File: config.mk
export PLATFORM = sky130hd
export DESIGN_NAME = pipe_cache_data_ctrl
export DESIGN_NICKNAME = d
export VERILOG_FILES = /design/src/rtl/pipe_cache_pkg.sv /design/src/rtl/pipe_cache_fill_buf.sv /design/src/rtl/pipe_cache_data_ctrl.sv
export SDC_FILE = /design/constraint.sdc
export NUM_CORES = 1
export LEC_CHECK = 0
export ABC_AREA = 1
export CORE_AREA = 4 4 364 366
export DETAILED_ROUTE_END_ITERATION = 7
export DIE_AREA = 0 0 368 370
export DONT_BUFFER_PORTS = 1
export PLACE_DENSITY_LB_ADDON = 0.1
export SLEW_MARGIN = 40
export SYNTH_ARGS = -nofsm -noshare
export SYNTH_HDL_FRONTEND = slang
export SYNTH_HIERARCHICAL = 1
export SYNTH_SLANG_ARGS = --single-unit
File: constraint.sdc
create_clock -name clk -period 9.7 [get_ports clk]
set_input_delay 1.94 -clock clk [delete_from_list [all_inputs] [get_ports clk]]
set_output_delay 1.94 -clock clk [all_outputs]
set_load 0.01 [all_outputs]
File: src/rtl/pipe_cache_pkg.sv
// Shared constants and fill-state encoding for the pipe_cache_data SRAM controller.
package pipe_cache_pkg;

  localparam int INDEX_WIDTH = 4;
  localparam int LINE_WIDTH  = 256;
  localparam int BEAT_WIDTH  = 64;
  localparam int WORD_WIDTH  = 32;
  localparam int NUM_WMASKS  = LINE_WIDTH / 8;
  localparam int NUM_BEATS   = LINE_WIDTH / BEAT_WIDTH;

  typedef enum logic [1:0] {
    FILL_IDLE,
    FILL_COLLECT,
    FILL_WRITE
  } fill_state_t;

endpackage

File: src/rtl/pipe_cache_fill_buf.sv
// Assembles refill beats into one full line and holds it in WRITE until the
// top level issues it to the SRAM write port.
module pipe_cache_fill_buf #(
  parameter int INDEX_WIDTH = pipe_cache_pkg::INDEX_WIDTH,
  parameter int LINE_WIDTH  = pipe_cache_pkg::LINE_WIDTH,
  parameter int BEAT_WIDTH  = pipe_cache_pkg::BEAT_WIDTH
) (
  input  logic                   clk,
  input  logic                   rst,
  input  logic                   beat_valid,
  input  logic [INDEX_WIDTH-1:0] beat_index,
  input  logic [BEAT_WIDTH-1:0]  beat_data,
  output logic                   line_valid,
  output logic [INDEX_WIDTH-1:0] line_index,
  output logic [LINE_WIDTH-1:0]  line_data,
  input  logic                   line_taken
);
  import pipe_cache_pkg::*;

  localparam int BEATS = LINE_WIDTH / BEAT_WIDTH;
  localparam int CNT_W = (BEATS > 1) ? $clog2(BEATS) : 1;

  fill_state_t      state, state_next;
  logic [CNT_W-1:0] cnt, cnt_next;
  logic [CNT_W-1:0] slot;

  assign slot       = (state == FILL_IDLE) ? '0 : cnt;
  assign line_valid = (state == FILL_WRITE);

  always_ff @(posedge clk) begin
    if (rst) begin
      state <= FILL_IDLE;
      cnt   <= '0;
    end else begin
      state <= state_next;
      cnt   <= cnt_next;
    end
  end

  // Payload registers need no reset: a line is only visible once all beats land.
  always_ff @(posedge clk) begin
    if (beat_valid && (state == FILL_IDLE))
      line_index <= beat_index;
    if (beat_valid && (state != FILL_WRITE))
      line_data[slot*BEAT_WIDTH +: BEAT_WIDTH] <= beat_data;
  end

  always_comb begin
    state_next = state;
    cnt_next   = cnt;
    case (state)
      FILL_IDLE: begin
        if (beat_valid) begin
          cnt_next   = CNT_W'(1);
          state_next = FILL_COLLECT;
        end
      end
      FILL_COLLECT: begin
        if (beat_valid) begin
          cnt_next = cnt + CNT_W'(1);
          if (cnt == CNT_W'(BEATS - 1))
            state_next = FILL_WRITE;
        end
      end
      FILL_WRITE: begin
        if (line_taken) begin
          cnt_next   = '0;
          state_next = FILL_IDLE;
        end
      end
      default: begin
        cnt_next   = '0;
        state_next = FILL_IDLE;
      end
    endcase
  end

endmodule

File: src/rtl/pipe_cache_data_ctrl.sv
// Port controller for the pipe_cache_data SRAM: arbitrates the write port between
// line refills and CPU stores, and sequences the read port with a 1-cycle response.
module pipe_cache_data_ctrl #(
  parameter int INDEX_WIDTH = pipe_cache_pkg::INDEX_WIDTH,
  parameter int LINE_WIDTH  = pipe_cache_pkg::LINE_WIDTH,
  parameter int BEAT_WIDTH  = pipe_cache_pkg::BEAT_WIDTH
) (
  input  logic                                   clk,
  input  logic                                   rst,
  input  logic                                   fill_valid,
  output logic                                   fill_ready,
  input  logic [INDEX_WIDTH-1:0]                 fill_index,
  input  logic [BEAT_WIDTH-1:0]                  fill_data,
  output logic                                   fill_done,
  input  logic                                   st_valid,
  output logic                                   st_ready,
  input  logic [INDEX_WIDTH-1:0]                 st_index,
  input  logic [$clog2(LINE_WIDTH/32)-1:0]       st_word,
  input  logic [31:0]                            st_wdata,
  input  logic [3:0]                             st_wstrb,
  input  logic                                   rd_valid,
  output logic                                   rd_ready,
  input  logic [INDEX_WIDTH-1:0]                 rd_index,
  output logic                                   rd_rvalid,
  output logic [LINE_WIDTH-1:0]                  rd_rdata,
  output logic                                   sram_csb0,
  output logic [INDEX_WIDTH-1:0]                 sram_addr0,
  output logic [LINE_WIDTH/8-1:0]                sram_wmask0,
  output logic [LINE_WIDTH-1:0]                  sram_din0,
  output logic                                   sram_csb1,
  output logic [INDEX_WIDTH-1:0]                 sram_addr1,
  input  logic [LINE_WIDTH-1:0]                  sram_dout1
);
  import pipe_cache_pkg::*;

  localparam int NWM       = LINE_WIDTH / 8;
  localparam int NUM_WORDS = LINE_WIDTH / WORD_WIDTH;

  logic                   line_valid;
  logic [INDEX_WIDTH-1:0] line_index;
  logic [LINE_WIDTH-1:0]  line_data;
  logic                   line_taken;
  logic                   fill_fire;
  logic                   st_fire;
  logic                   fill_issue;
  logic                   rd_fire;

  assign fill_ready = !rst && !line_valid;
  assign st_ready   = !rst && !line_valid;
  assign fill_fire  = fill_valid && fill_ready;
  assign st_fire    = st_valid && st_ready;
  // A line caught in WRITE by reset is dropped rather than written.
  assign fill_issue = line_valid && !rst;

  pipe_cache_fill_buf #(
    .INDEX_WIDTH (INDEX_WIDTH),
    .LINE_WIDTH  (LINE_WIDTH),
    .BEAT_WIDTH  (BEAT_WIDTH)
  ) u_fill_buf (
    .clk        (clk),
    .rst        (rst),
    .beat_valid (fill_fire),
    .beat_index (fill_index),
    .beat_data  (fill_data),
    .line_valid (line_valid),
    .line_index (line_index),
    .line_data  (line_data),
    .line_taken (line_taken)
  );

  always_comb begin
    sram_csb0   = 1'b1;
    sram_addr0  = '0;
    sram_wmask0 = '0;
    sram_din0   = '0;
    fill_done   = 1'b0;
    line_taken  = 1'b0;
    if (fill_issue) begin
      sram_csb0   = 1'b0;
      sram_addr0  = line_index;
      sram_wmask0 = '1;
      sram_din0   = line_data;
      fill_done   = 1'b1;
      line_taken  = 1'b1;
    end else if (st_fire && (st_wstrb != 4'b0)) begin
      sram_csb0   = 1'b0;
      sram_addr0  = st_index;
      sram_wmask0 = NWM'(st_wstrb) << {st_word, 2'b00};
      sram_din0   = {NUM_WORDS{st_wdata}};
    end
  end

  // The macro cannot return a same-cycle write, so a matching read waits a cycle.
  assign rd_ready   = !rst && !(!sram_csb0 && (sram_addr0 == rd_index));
  assign rd_fire    = rd_valid && rd_ready;
  assign sram_csb1  = !rd_fire;
  assign sram_addr1 = rd_index;
  assign rd_rdata   = sram_dout1;

  always_ff @(posedge clk) begin
    if (rst)
      rd_rvalid <= 1'b0;
    else
      rd_rvalid <= rd_fire;
  end

endmodule

Word level (Yosys, flattened, before mapping)
Index checks and enable logic that the tools add are counted.
{"block": "classes", "n_addsub": 2, "eq_ne": 9, "shifts": 3, "n_mux": 18, "reduce_logical": 19}
{"cell": "$mux W256", "n": 2}
{"cell": "$bwmux W256", "n": 1}
{"cell": "$shift A64 B34 Y256 const A", "n": 1}
{"cell": "$shiftx A64 B34 Y256", "n": 1}
{"cell": "$mux W32", "n": 2}
{"cell": "$neg A8 Y34", "n": 1}
{"cell": "$shl A4 B5 Y32", "n": 1}
{"cell": "$mux W2", "n": 6}
{"cell": "$pmux W2 S3", "n": 2}
{"cell": "$logic_and A1 B1 Y1", "n": 10}
{"cell": "$mux W4", "n": 2}
{"cell": "$ne A2 B1 Y1 const B", "n": 3}
{"cell": "$logic_not A1 Y1", "n": 5}
{"cell": "$eq A2 B2 Y1 const B", "n": 2}
{"cell": "$eq A4 B4 Y1", "n": 1}
{"cell": "$ne A2 B2 Y1 const B", "n": 2}
{"cell": "$reduce_and A4 Y1", "n": 1}
{"cell": "$reduce_bool A4 Y1", "n": 1}
{"cell": "$mux W1", "n": 3}
{"cell": "$reduce_and A3 Y1", "n": 1}
{"cell": "$add A2 B1 Y2 const B", "n": 1}
{"cell": "$eq A2 B1 Y1 const B", "n": 1}
{"cell": "$logic_not A2 Y1", "n": 1}
{"block": "word_totals", "ff_bits": 265}

Logic depth before layout (Yosys ltp)
{"block": "depth", "depth_word": 13, "ltp_mapped": 14, "mapped_depth_nobuf": 14}

Hierarchy
Netlist, hierarchy kept.
{"mod": "pipe_cache_fill_buf", "instances": 1, "cells_each": 717, "area_per_inst_um2": 10322.4, "seq_area_each_um2": 7887.6}
{"mod": "pipe_cache_data_ctrl", "instances": 1, "cells_each": 956, "area_per_inst_um2": 5612.9, "seq_area_each_um2": 20.0}

Worst setup path before layout
OpenSTA, ideal clock, no wires.
{"block": "synth_timing", "kind": "input port to flip-flop", "from": "input rst", "to": "register u_fill_buf.line_data[192] (enable)", "t_arrival_ns": 6.881, "required_time_ns": 9.136, "slack_ns": 2.254, "stages": 5, "n_path_buf": 0, "cell_sequence": "inv_2 -> nand2_4 -> nor2_1 -> o21ai_0 -> nor3_1"}
{"block": "synth_via", "elab_chain_cells": 4}
{"item": "start: declaration", "line": "pipe_cache_data_ctrl.sv:9", "rtl": "input logic rst,"}
{"item": "$logic_not A1 Y1", "line": "pipe_cache_data_ctrl.sv:48", "rtl": "assign fill_ready = !rst && !line_valid;"}
{"item": "$logic_and A1 B1 Y1", "line": "pipe_cache_data_ctrl.sv:48"}
{"item": "$logic_and A1 B1 Y1", "line": "pipe_cache_data_ctrl.sv:50", "rtl": "assign fill_fire = fill_valid && fill_ready;"}
{"item": "net fill_fire", "line": "pipe_cache_data_ctrl.sv:43", "rtl": "logic fill_fire;"}
{"item": "$logic_and A1 B1 Y1", "line": "pipe_cache_fill_buf.sv:44", "rtl": "if (beat_valid && (state != FILL_WRITE))"}
{"item": "end signal: indexed assignment", "line": "pipe_cache_fill_buf.sv:45", "rtl": "line_data[slot*BEAT_WIDTH +: BEAT_WIDTH] <= beat_data;"}
{"item": "end: declaration", "line": "pipe_cache_fill_buf.sv:15", "rtl": "output logic [LINE_WIDTH-1:0] line_data,"}
The timed path passes the listed nets, and every way through them passes these cells.
A chain may end at the register's enable or synchronous reset.

Worst setup path in the final report
{"block": "layout_timing", "from": "input rst", "to": "output sram_din0[165]"}
{"block": "layout_via", "elab_chain_cells": 6}
{"item": "$logic_not A1 Y1 (*)", "line": "pipe_cache_data_ctrl.sv:49, pipe_cache_data_ctrl.sv:53"}
{"item": "$logic_and A1 B1 Y1", "line": "pipe_cache_data_ctrl.sv:49", "rtl": "assign st_ready = !rst && !line_valid;"}
{"item": "$logic_and A1 B1 Y1", "line": "pipe_cache_data_ctrl.sv:51", "rtl": "assign st_fire = st_valid && st_ready;"}
{"item": "$logic_and A1 B1 Y1", "line": "pipe_cache_data_ctrl.sv:85", "rtl": "end else if (st_fire && (st_wstrb != 4'b0)) begin"}
{"item": "$mux W256", "line": "pipe_cache_data_ctrl.sv:85"}
{"item": "$mux W256 (*)", "line": "pipe_cache_data_ctrl.sv:78", "rtl": "if (fill_issue) begin"}
{"item": "end: declaration", "line": "pipe_cache_data_ctrl.sv:29", "rtl": "output logic [LINE_WIDTH-1:0] sram_din0,"}
Every way passes the cells marked *; elsewhere a longest branch is shown, timed or not.

==> results.md <==
* Crit path DAT at 4.21 ns
* Most frequent cells in the layout: 420 x nand2_1, 260 x edfxtp_1, 171 x nand2_2, 107 x nor2_1, 95 x nor3_1
* Status: finished, final reports clean
* Largest net degree at the start of global routing at 113
* Initial core utilization at 0.123
* CTS tree: yes
* Setup CP Type: primary input to output pin
* First-pass GRT wire length at 125000 um
* Detail Placement HPWL at 75800 um
* 1st-iter DRT viols at 649
* Worst Reg2Reg Path Length in Cells at 8
* 1st-pass router iterations at 7
* P&R area growth vs syn at 7.85%
* Peak VDD IR at 0.000111 V
* Final Setup Violations at 0
* Postcts setup bufs at 0
* Fillcell total at 14800
* Tcrit/Tclk final at 0.635
* Die X at 368 um
* Post-Layout Cell Count at 3152
* Crit. End Element: output pin
* DRC viols at 0
* Inst Count DP at 3082
* Commonest non-fill, non-tap cell in the layout: nand2_1
* Crit path time final at 6.15 ns
* Via/cell ratio at 3.40
* Clock tree buffer depth at 3
* Post-Syn Area per Cell at 9.52 um2
* Final worst slack at 3.55 ns
* Distinct cells, synth at 31
* Cell mode on critical path: nand2_4
* TritonCTS Buffers at 40
* Cts repair resizes at 0
* Tightest Pin Transition at 0.888 ns
* WP data required at 7.76 ns
* PD cells at 185 nW/um2
* Vias in the first global route at 11200
* XOR/XNOR share of the synthesized area at 0
* Yosys top cell by area: edfxtp_1
* Mux share of post-synthesis cell area at 0
* Crit-path cells: inv_2 -> nand2_4 -> nor2_8 -> nand2_4 -> inv_6 -> buf_4 -> nand2_2 -> nand2_1
* Startpoint Class: primary input
* Core Box Area at 129000 um2
* Synthesized area at 15900 um2
* Routability Congestion at 0.826
* Final ANT Viol Nets at 0
* I/O pins at 935
* Max-slew violations at 0
* Syn nets at 2053
* Clock tree sinks at 265
* CTS root buffer: clkbuf_16
* Die height at 370 um
* Hold Crit Class: flip-flop to flip-flop
* Seq/Total Area, Yosys at 0.496
* Slew HR at 0.408
* CTS H-tree depth at 2
* Clk_lat worst skew at 0.58 ns
* WL per Instance at 31.1 um
* Flops & latches, synth at 265
* Syn Inst Count at 1673
* Seq. cell area at 7910 um2
* Area occupied by multi-input gates at 5410 um2
* Port bufs at 0
* Fmax at 162 MHz
* Fin nets at 1763
* Die area at 136000 um2
* Share of the synthesized area in the top cell type at 0.490
* WHS Path Cells at 2
* Row cnt at 132
* Initial antenna violation count at 1
* Largest family of logic cells by synthesized area: simple AND/OR/NAND/NOR gates
* Worst-path clk slew at 0.05 ns
* Setup TNS at 0 ns
* Hold buffer count at cts at 0
* Layout cell share with drive strength beyond 1 at 0.243
* Adder-Cell Fraction of Synth Area at 0.00314
* Post-synthesis compound-gate area fraction at 0.0171
* Clock Skew at 0.0127 ns
* Gr usage total at 0.137
* Leak at 5.88 nW
* Via count at 10700
* Final hold violations at 0
* Top cells by area, synth: edfxtp_1 49%, buf_4 12%, nand2_1 9.9%
* Diodes inserted at 0
* CP max stage cell: buf_4
* RSZ-0062 raised after global routing: no
* Maximum capacitance violations at 0
* Max FO, Critical Path at 34
* GRT Residual Overflow at 0
* CP max stage delay at 0.63 ns
* Synth warn at 6
* Simple-Gate Fraction of Synth Area at 0.314
* Place WS at 3.30 ns
* Final WL at 98100 um
worst max-delay path, delay by kind of cell:
family / cells / cell delay (ns)
buf+inv: 3 / 1.22
simple gates: 5 / 0.97
sequential cells by signal (all words and copies together) (netlist names):
signal                 flops
rd_rvalid                  1
u_fill_buf/line_index      4
u_fill_buf/cnt             2
u_fill_buf/state           2
u_fill_buf/line_data     256
through the flow:
step | area, um2 | hold slack [ns] | utilization | power, mW
global route | 17200 | 0.534 | 0.133 | 3.34
global placement | 15900 | 0.514 | 0.123 | 1.82
CTS | 17200 | 0.512 | 0.133 | 3.29
detailed placement | 15900 | 0.504 | 0.123 | 1.82
finish | 17200 | 0.502 | 0.133 | 3.18
floorplan | 15900 | 0.452 | - | 1.75
per-layer routing:
layer | track usage | vias to the layer above | routed length (um)
met1 | 0.120 | 5278 | 29700
met5 | 0 | - | 17
li1 | - | 4639 | -
met4 | 0.0416 | 2 | 2970
met3 | 0.0973 | 134 | 15300
met2 | 0.248 | 662 | 50100
cell usage after synthesis (all sizes together):
master  count
nand4       1
clkbuf     28
nor2      114
nand2     618
dfxtp       5
nor3      121
o21ai       2
o31ai      32
a21oi       3
a211oi      1
buf       328
clkinv      1
edfxtp    260
inv        58
ha          4
nor3b      39
nand3      58
worst paths after layout:
kind	startpoint	end	slack, ns
min reg2reg	u_fill_buf/cnt[1]	u_fill_buf/cnt[1]	0.50
max reg2reg	u_fill_buf/state[0]	u_fill_buf/line_data[31]	5.92
min	u_fill_buf/cnt[1]	u_fill_buf/cnt[1]	0.50
max	rst	sram_din0[165]	3.55
report_power, final:
part / leakage, nW / internal [mW] / total [mW] / switching [mW]
Sequential: 2.39 / 1.30 / 1.31 / 0.0130
Clock: 0.594 / 0.814 / 1.41 / 0.599
Combinational: 2.89 / 0.0902 / 0.457 / 0.367
area by class of cell:
cell class,instances,share of cell area
clock inverter,18,0.0101
timing repair buffer,24,0.0137
sequential,265,0.460
clock buffer,51,0.0606
multi-input combinational,993,0.315
inverter,59,0.0141
tap,1742,0.127
cells by family (layout without fill, tap and decap cells):
family                   count (synthesis)  after routing
adder cells (fa/ha/maj)                  4              4
AO/OA/AOI/OAI                           38             38
buffers and inverters                  415            152
AND/OR/NAND/NOR                        951            951
flip-flops                             265            265
Power figures use the tool's default switching activity.
